**src/rtl/lcd_pkg.sv**
```systemverilog
// Shared types and constants for the HD44780 read-side engine.
package lcd_pkg;

    typedef enum logic [2:0] {
        ST_IDLE,
        ST_WR_ADDR,
        ST_POLL,
        ST_RD_DATA,
        ST_DONE
    } lcd_rd_state_t;

    typedef enum logic [1:0] {
        PH_IDLE,
        PH_SETUP,
        PH_PULSE,
        PH_HOLD
    } lcd_phase_t;

    localparam logic [7:0]  CMD_SET_DDRAM  = 8'h80;
    localparam int unsigned BF_BIT         = 7;

    localparam int unsigned T_AS_DEF       = 8;
    localparam int unsigned T_PW_DEF       = 25;
    localparam int unsigned T_HOLD_DEF     = 30;
    localparam int unsigned POLL_LIMIT_DEF = 2500;

endpackage

```
**src/rtl/lcd_bus_phase.sv**
```systemverilog
// One LCD bus phase: SETUP (E low) -> PULSE (E high) -> HOLD (E low).
// Pin controls are captured on start and otherwise held, so they only move at SETUP entry.
module lcd_bus_phase
    import lcd_pkg::*;
#(
    parameter int unsigned T_AS   = T_AS_DEF,
    parameter int unsigned T_PW   = T_PW_DEF,
    parameter int unsigned T_HOLD = T_HOLD_DEF
) (
    input  logic       clk,
    input  logic       reset,
    input  logic       start,
    input  logic       rs_in,
    input  logic       rw_in,
    input  logic       oe_in,
    input  logic [7:0] data_out_in,
    output logic       lcd_rs,
    output logic       lcd_rw,
    output logic       lcd_e,
    output logic       lcd_data_oe,
    output logic [7:0] lcd_data_out,
    output logic       sample_c,
    output logic       phase_done_c
);

    localparam int unsigned T_MAX = (T_AS > T_PW) ? ((T_AS > T_HOLD) ? T_AS : T_HOLD)
                                                  : ((T_PW > T_HOLD) ? T_PW : T_HOLD);
    localparam int unsigned CW    = $clog2(T_MAX + 1);

    lcd_phase_t    phase_q, phase_d;
    logic [CW-1:0] cnt_q, cnt_d;
    logic          rs_d, rw_d, e_d, oe_d;
    logic [7:0]    data_d;

    // Next phase, down-counter and pin values; strobes fire on the last cycle of PULSE/HOLD
    always_comb begin
        phase_d      = phase_q;
        cnt_d        = cnt_q;
        rs_d         = lcd_rs;
        rw_d         = lcd_rw;
        e_d          = lcd_e;
        oe_d         = lcd_data_oe;
        data_d       = lcd_data_out;
        sample_c     = (phase_q == PH_PULSE) && (cnt_q == '0);
        phase_done_c = (phase_q == PH_HOLD) && (cnt_q == '0);
        if (start) begin
            phase_d = PH_SETUP;
            cnt_d   = CW'(T_AS - 1);
            e_d     = 1'b0;
            rs_d    = rs_in;
            rw_d    = rw_in;
            oe_d    = oe_in;
            data_d  = data_out_in;
        end else begin
            case (phase_q)
                PH_SETUP: begin
                    if (cnt_q == '0) begin
                        phase_d = PH_PULSE;
                        cnt_d   = CW'(T_PW - 1);
                        e_d     = 1'b1;
                    end else begin
                        cnt_d = cnt_q - CW'(1);
                    end
                end
                PH_PULSE: begin
                    if (cnt_q == '0) begin
                        phase_d = PH_HOLD;
                        cnt_d   = CW'(T_HOLD - 1);
                        e_d     = 1'b0;
                    end else begin
                        cnt_d = cnt_q - CW'(1);
                    end
                end
                PH_HOLD: begin
                    if (cnt_q == '0) begin
                        phase_d = PH_IDLE;
                        oe_d    = 1'b0;
                    end else begin
                        cnt_d = cnt_q - CW'(1);
                    end
                end
                default: ;
            endcase
        end
    end

    // Phase state and registered pin outputs
    always_ff @(posedge clk or posedge reset) begin
        if (reset) begin
            phase_q      <= PH_IDLE;
            cnt_q        <= '0;
            lcd_rs       <= 1'b0;
            lcd_rw       <= 1'b1;
            lcd_e        <= 1'b0;
            lcd_data_oe  <= 1'b0;
            lcd_data_out <= 8'h00;
        end else begin
            phase_q      <= phase_d;
            cnt_q        <= cnt_d;
            lcd_rs       <= rs_d;
            lcd_rw       <= rw_d;
            lcd_e        <= e_d;
            lcd_data_oe  <= oe_d;
            lcd_data_out <= data_d;
        end
    end

endmodule

```
**src/rtl/lcd_reader.sv**
```systemverilog
// HD44780 read-side engine: status read, or set-DDRAM-address / poll BF / read byte.
module lcd_reader
    import lcd_pkg::*;
#(
    parameter int unsigned T_AS       = T_AS_DEF,
    parameter int unsigned T_PW       = T_PW_DEF,
    parameter int unsigned T_HOLD     = T_HOLD_DEF,
    parameter int unsigned POLL_LIMIT = POLL_LIMIT_DEF
) (
    input  logic       clk,
    input  logic       reset,
    input  logic       req,
    input  logic       op,
    input  logic [6:0] addr,
    output logic       busy,
    output logic       done,
    output logic       timeout,
    output logic [7:0] rd_data,
    output logic       bf,
    output logic [6:0] ac,
    input  logic [7:0] lcd_data_in,
    output logic [7:0] lcd_data_out,
    output logic       lcd_data_oe,
    output logic       lcd_rs,
    output logic       lcd_rw,
    output logic       lcd_e
);

    localparam int unsigned PCW = $clog2(POLL_LIMIT + 1);

    lcd_rd_state_t  state_q, state_d;
    logic           op_q, op_d;
    logic [PCW-1:0] poll_q, poll_d;
    logic           busy_d, done_d, timeout_d, bf_d;
    logic [7:0]     rd_data_d;
    logic [6:0]     ac_d;

    logic           ph_start_c, ph_rs_c, ph_rw_c, ph_oe_c;
    logic [7:0]     ph_data_c;
    logic           sample_c, phase_done_c;

    lcd_bus_phase #(
        .T_AS   (T_AS),
        .T_PW   (T_PW),
        .T_HOLD (T_HOLD)
    ) u_phase (
        .clk          (clk),
        .reset        (reset),
        .start        (ph_start_c),
        .rs_in        (ph_rs_c),
        .rw_in        (ph_rw_c),
        .oe_in        (ph_oe_c),
        .data_out_in  (ph_data_c),
        .lcd_rs       (lcd_rs),
        .lcd_rw       (lcd_rw),
        .lcd_e        (lcd_e),
        .lcd_data_oe  (lcd_data_oe),
        .lcd_data_out (lcd_data_out),
        .sample_c     (sample_c),
        .phase_done_c (phase_done_c)
    );

    // Transaction sequencing; a new phase is launched on the same edge the previous one ends
    always_comb begin
        state_d    = state_q;
        op_d       = op_q;
        poll_d     = poll_q;
        busy_d     = busy;
        done_d     = 1'b0;
        timeout_d  = timeout;
        rd_data_d  = rd_data;
        bf_d       = bf;
        ac_d       = ac;
        ph_start_c = 1'b0;
        ph_rs_c    = 1'b0;
        ph_rw_c    = 1'b1;
        ph_oe_c    = 1'b0;
        ph_data_c  = 8'h00;

        if (sample_c && (state_q == ST_POLL)) begin
            bf_d = lcd_data_in[BF_BIT];
            ac_d = lcd_data_in[6:0];
        end
        if (sample_c && (state_q == ST_RD_DATA)) begin
            rd_data_d = lcd_data_in;
        end

        case (state_q)
            ST_IDLE: begin
                if (req) begin
                    busy_d     = 1'b1;
                    timeout_d  = 1'b0;
                    op_d       = op;
                    poll_d     = '0;
                    ph_start_c = 1'b1;
                    if (op) begin
                        state_d   = ST_WR_ADDR;
                        ph_rw_c   = 1'b0;
                        ph_oe_c   = 1'b1;
                        ph_data_c = CMD_SET_DDRAM | {1'b0, addr};
                    end else begin
                        state_d = ST_POLL;
                    end
                end
            end
            ST_WR_ADDR: begin
                if (phase_done_c) begin
                    state_d    = ST_POLL;
                    ph_start_c = 1'b1;
                end
            end
            ST_POLL: begin
                if (phase_done_c) begin
                    if (!op_q) begin
                        state_d = ST_DONE;
                        done_d  = 1'b1;
                    end else if (!bf) begin
                        state_d    = ST_RD_DATA;
                        ph_start_c = 1'b1;
                        ph_rs_c    = 1'b1;
                    end else begin
                        poll_d = poll_q + PCW'(1);
                        if (poll_q + PCW'(1) == PCW'(POLL_LIMIT)) begin
                            state_d   = ST_DONE;
                            done_d    = 1'b1;
                            timeout_d = 1'b1;
                        end else begin
                            ph_start_c = 1'b1;
                        end
                    end
                end
            end
            ST_RD_DATA: begin
                if (phase_done_c) begin
                    state_d = ST_DONE;
                    done_d  = 1'b1;
                end
            end
            ST_DONE: begin
                busy_d  = 1'b0;
                state_d = ST_IDLE;
            end
            default: state_d = ST_IDLE;
        endcase
    end

    // State and registered result outputs
    always_ff @(posedge clk or posedge reset) begin
        if (reset) begin
            state_q <= ST_IDLE;
            op_q    <= 1'b0;
            poll_q  <= '0;
            busy    <= 1'b0;
            done    <= 1'b0;
            timeout <= 1'b0;
            rd_data <= 8'h00;
            bf      <= 1'b0;
            ac      <= 7'h00;
        end else begin
            state_q <= state_d;
            op_q    <= op_d;
            poll_q  <= poll_d;
            busy    <= busy_d;
            done    <= done_d;
            timeout <= timeout_d;
            rd_data <= rd_data_d;
            bf      <= bf_d;
            ac      <= ac_d;
        end
    end

endmodule

```
**config.mk**
```make
export PLATFORM = sky130hd
export DESIGN_NAME = lcd_reader
export DESIGN_NICKNAME = d
export VERILOG_FILES = /design/src/rtl/lcd_pkg.sv /design/src/rtl/lcd_bus_phase.sv /design/src/rtl/lcd_reader.sv
export SDC_FILE = /design/constraint.sdc
export NUM_CORES = 1
export LEC_CHECK = 0
export BUFFER_PORTS_ARGS = -buffer_cell sky130_fd_sc_hd__buf_2
export CAP_MARGIN = 0
export CORE_ASPECT_RATIO = 0.9
export CORE_MARGIN = 2
export CORE_UTILIZATION = 23
export DETAILED_ROUTE_END_ITERATION = 16
export GPL_ROUTABILITY_DRIVEN = 1
export PLACE_DENSITY = 0.47
export SYNTH_ARGS = -nofsm -noshare
export SYNTH_HDL_FRONTEND = slang
export SYNTH_SLANG_ARGS = --single-unit
```
**constraint.sdc**
```tcl
create_clock -name clk -period 3.5 [get_ports clk]
set_clock_uncertainty 0.2 [all_clocks]
set_input_delay 0 -clock clk [delete_from_list [all_inputs] [get_ports clk]]
set_output_delay 0 -clock clk [all_outputs]
set_load 0.02 [all_outputs]
```
==> flow_results.org <==
** Critical path
- Category of the worst setup path capture point :: register
- Worst path slowest cell :: dfrtp_1
- Setup CP Type :: reg -> reg
- For the worst setup path, the data required time is around 3.5 ns.
- Critical Path Start Type :: register
- Arrival time at the worst endpoint :: around 3.0 ns
- Of all nets on the critical path, the largest fanout is 14.
- The largest single stage delay on the critical path is approximately 0.45 ns.
- The critical path goes through ha_1 -> and3_1 -> and4_4 -> mux2_4 -> or3b_4 -> o41ai_4 -> buf_4 -> o311ai_1.

** Status
- The run finished with clean final reports.

** Yosys
- Counting flops and latches in the post-synthesis netlist gives 54.
- The cell area that synthesis handed to floorplanning was around 0.0027 mm2.
- Cell type with the highest aggregate area in the netlist :: dfrtp_1
- Primary FF master, synth :: dfrtp_1
- Counting every instance in the synthesized netlist gives around 260.
- The share of the Yosys chip area taken by registers is 0.506.
- In this run the mean area of a mapped cell was a little over 10 um2.
- For this run, asynchronously set or reset flops after synthesis account for 1.00.
- Yosys mapped a number of flops with a built-in enable equal to 0.
- The share of synthesized area in the top cell type comes to 0.496.
- During synthesis, Yosys emitted a total of 0 warnings.
- By area the synthesized netlist is led by dfrtp_1 50%, mux2_2 6.7%, o21ai_0 5.2%.
- Number of unique standard cell types used by synthesis :: 48
- Syn nets :: around 280
- Commonest cells in the netlist :: 53 x dfrtp_1, 28 x o21ai_0, 20 x nand2_1, 16 x mux2_2, 13 x nor2_1
- dfrtp_1 is the most common cell in the netlist.

** Pwr
- The analysis attributes to net switching a power of slightly below 0.8 mW.
- The share of total power dissipated in the clock network is 0.241.
- For this design the static power due to leakage is approximately 1.6 nW.
- Total Power Consumption :: roughly 2.1 mW
- Of the total power, registers draw 0.441.
- Cell internal power was estimated by the tool at about 1.3 mW.
- Switch share :: 0.370
- In this run the power density over the cells is 608 mW/mm2.
- Part of the power in combinational logic :: 0.317
- Across the VDD grid, the largest voltage drop is just under 400 uV.

** Timing
- The number of max-slew violations in the final report was 0.
- Final hold violation count :: 0
- Setup violations remaining at the end of the flow were counted as 0.
- Min Clock Period, post-route :: 3.03 ns
- Dividing the final minimum period by the clock period gives 0.865.
- Relative max-transition margin :: 0.362
- Summed over all failing endpoints, the final setup total negative slack is 0 ns.
- Derived from the worst setup path, the maximum achievable clock frequency is 0.330 GHz.
- Setup slack closes at roughly 0.47 ns.
- For the pin with the worst max-slew slack, the measured transition is about 0.96 ns.
- Unrepaired setup endpoints after global routing :: no

** CTS
- The H-tree was split into 2 levels.
- The clock passes through at most 2 buffers.
- In this run, post-CTS repair resized a total of 0 instances.
- Clock tree from TritonCTS :: yes
- After clock tree synthesis, the clock-pin slew on the worst setup and hold paths is 0.08 ns.
- For this design, the CTS-stage hold fixing added 17 buffers.
- Root Buffer Master :: clkbuf_16
- Clock Latency Late Sink :: around 0.29 ns
- TritonCTS buffer count :: 5
- Clk sinks :: 54
- Buffer count from post-CTS setup fixing :: 0

** GRT
- After global routing the overflow that remains totals 0.
- Entering global routing, the biggest net connects 46 pins.
- The via count of the first global-routing pass is between 2000 and 2500.
- Antenna violations before repair :: 0
- The first global-routing pass estimated about 11000 um of wire.
- For this run, the total global-route usage over all layers was measured as 0.106.

** Die
- Core area :: between 0.01 and 0.015 mm2
- Starting utilization of the core area :: 0.235
- Cell row count :: 37
- During I/O placement, the number of pins put on the boundary was 50.
- The floorplan step defined a die boundary enclosing approximately 0.012 mm2.
- From bottom edge to top edge, the die measures 106 um.
- The die is between 100 and 150 um wide.

** Drt
- For this run, design rule violations remaining after detail routing come to 0.
- After detailed routing, the number of vias per cell comes to 4.54.
- The first TritonRoute pass finished after 4 iterations.
- Routed via count :: around 2200
- The detail route stage leaves a number of antenna-violating nets equal to 0.
- Detail-routed net length per standard cell :: about 13 um
- The detailed router finished its first iteration with about 120 violations.
- DRT Wirelength :: 6310 um

** Place
- Post-place setup slack :: 0.500 ns
- The HPWL after detailed placement is between 4000 and 5000 um.
- Final Wtd Congestion :: around 0.73
- Input and output buffers added on the ports amount to 49.

** Finish
- For this run, the post-layout net count is 349.
- Total area of multi-input combinational cells :: approximately 0.0012 mm2
- Layout overhead on the synthesized area :: 28.3%
- Final antenna diode count :: 0
- Storage cell area :: 0.00135 mm2
- Of the cells placed in the final design, the portion with a size suffix greater than 1 is 0.280.
- Fill cell total of the finished layout :: roughly 1200

** Worst hold path
- In this run the worst hold path is classified as in -> reg.

** Run
- The tool flagged a number of max-cap violations equal to 0.
registers in the layout, indices dropped and copies added, names as in the netlist:
register and flops:
poll_q 12, rd_data 8, u_phase.lcd_data_out 8, ac 7
u_phase.cnt_q 5, state_q 3, u_phase.phase_q 2, bf 1
busy 1, done 1, op_q 1, timeout 1
u_phase.lcd_data_oe 1, u_phase.lcd_e 1, u_phase.lcd_rs 1, u_phase.lcd_rw 1
worst max-delay path: cells and delay by family (launching register included):
kind            cells  cell delay (ns)
buf+inv             1             0.25
mux                 1             0.30
compound gates      2             0.45
fa+ha+maj           1             0.35
flops               1             0.45
simple gates        3             0.89
power groups by stage:
stage          registers [mW]  logic, mW  clock network, mW
2_1_floorplan           0.950      0.430                  0
3_3_place_gp            0.934      0.643                  0
3_5_place_dp            0.926      0.654                  0
4_1_cts                 0.920      0.669              0.524
5_1_grt                 0.949      0.748              0.551
6_report                0.919      0.661              0.503
placed cells by master (no fill, tap or decap), types with 3 or more instances in the layout:
cell / instances
nor3_1: 7
o22ai_1: 4
a21oi_1: 12
a31oi_1: 4
mux2i_1: 3
buf_2: 49
o21ai_0: 28
nand4_1: 4
clkbuf_16: 5
ha_1: 3
mux2_2: 16
dlygate4sd3_1: 17
nand3_1: 10
nand2b_1: 6
nand2_1: 20
nor2_1: 13
buf_4: 8
or3_1: 4
a21o_1: 3
a22o_1: 7
inv_1: 9
dfrtp_1: 53
and3_1: 5
final timing paths:
| kind | startpoint | end | slack, ns | cells after the start |
|---|---|---|---|---|
| max | poll_q[0] | u_phase.cnt_q[1] | 0.47 | 8 |
| min | op | state_q[0] | 0.01 | 5 |
| min reg2reg | poll_q[11] | poll_q[11] | 0.27 | 1 |
| max in group asynchronous | reset | u_phase.lcd_data_out[6] | 2.11 | 4 |
| max reg2reg | poll_q[0] | u_phase.cnt_q[1] | 0.47 | 8 |
| min in group asynchronous | reset | rd_data[6] | 0.27 | 3 |
cell families after synthesis:
logic type / synth area share
AOI/OAI and AO/OA: 0.166
DFF: 0.506
buffers and inverters: 0.0384
and+or+nand+nor: 0.178
muxes: 0.0843
xor gates and xnor gates: 0.0131
adders and majority gates: 0.0140
per-stage QoR:
step                area (um2)  hold WS, ns  cells  utilization
finish                    3430       0.0114    484        0.301
CTS                       3430      0.00374    484        0.301
detailed placement        3110       0.0214    459        0.273
global placement          3110       0.0153    459        0.273
global route              3430       0.0981    484        0.301
floorplan                 2670      -0.0832    257            -
final cells by class:
type | count | share of cell area
Timing Repair Buffer | 74 | 0.139
Clock inverter | 3 | 0.00730
Clock buffer | 5 | 0.0365
Inverter | 10 | 0.0109
Tap cell | 156 | 0.0569
Sequential cell | 54 | 0.395
Multi-Input combinational cell | 182 | 0.355
per-layer routing:
metal	GRT usage	vias to the layer above	wire length (um)
met5	0	-	0
met3	0.0349	4	414
met4	0.0207	0	34
met1	0.145	1049	3190
met2	0.164	67	2670
li1	-	1078	-
Power figures use the tool's default switching activity.
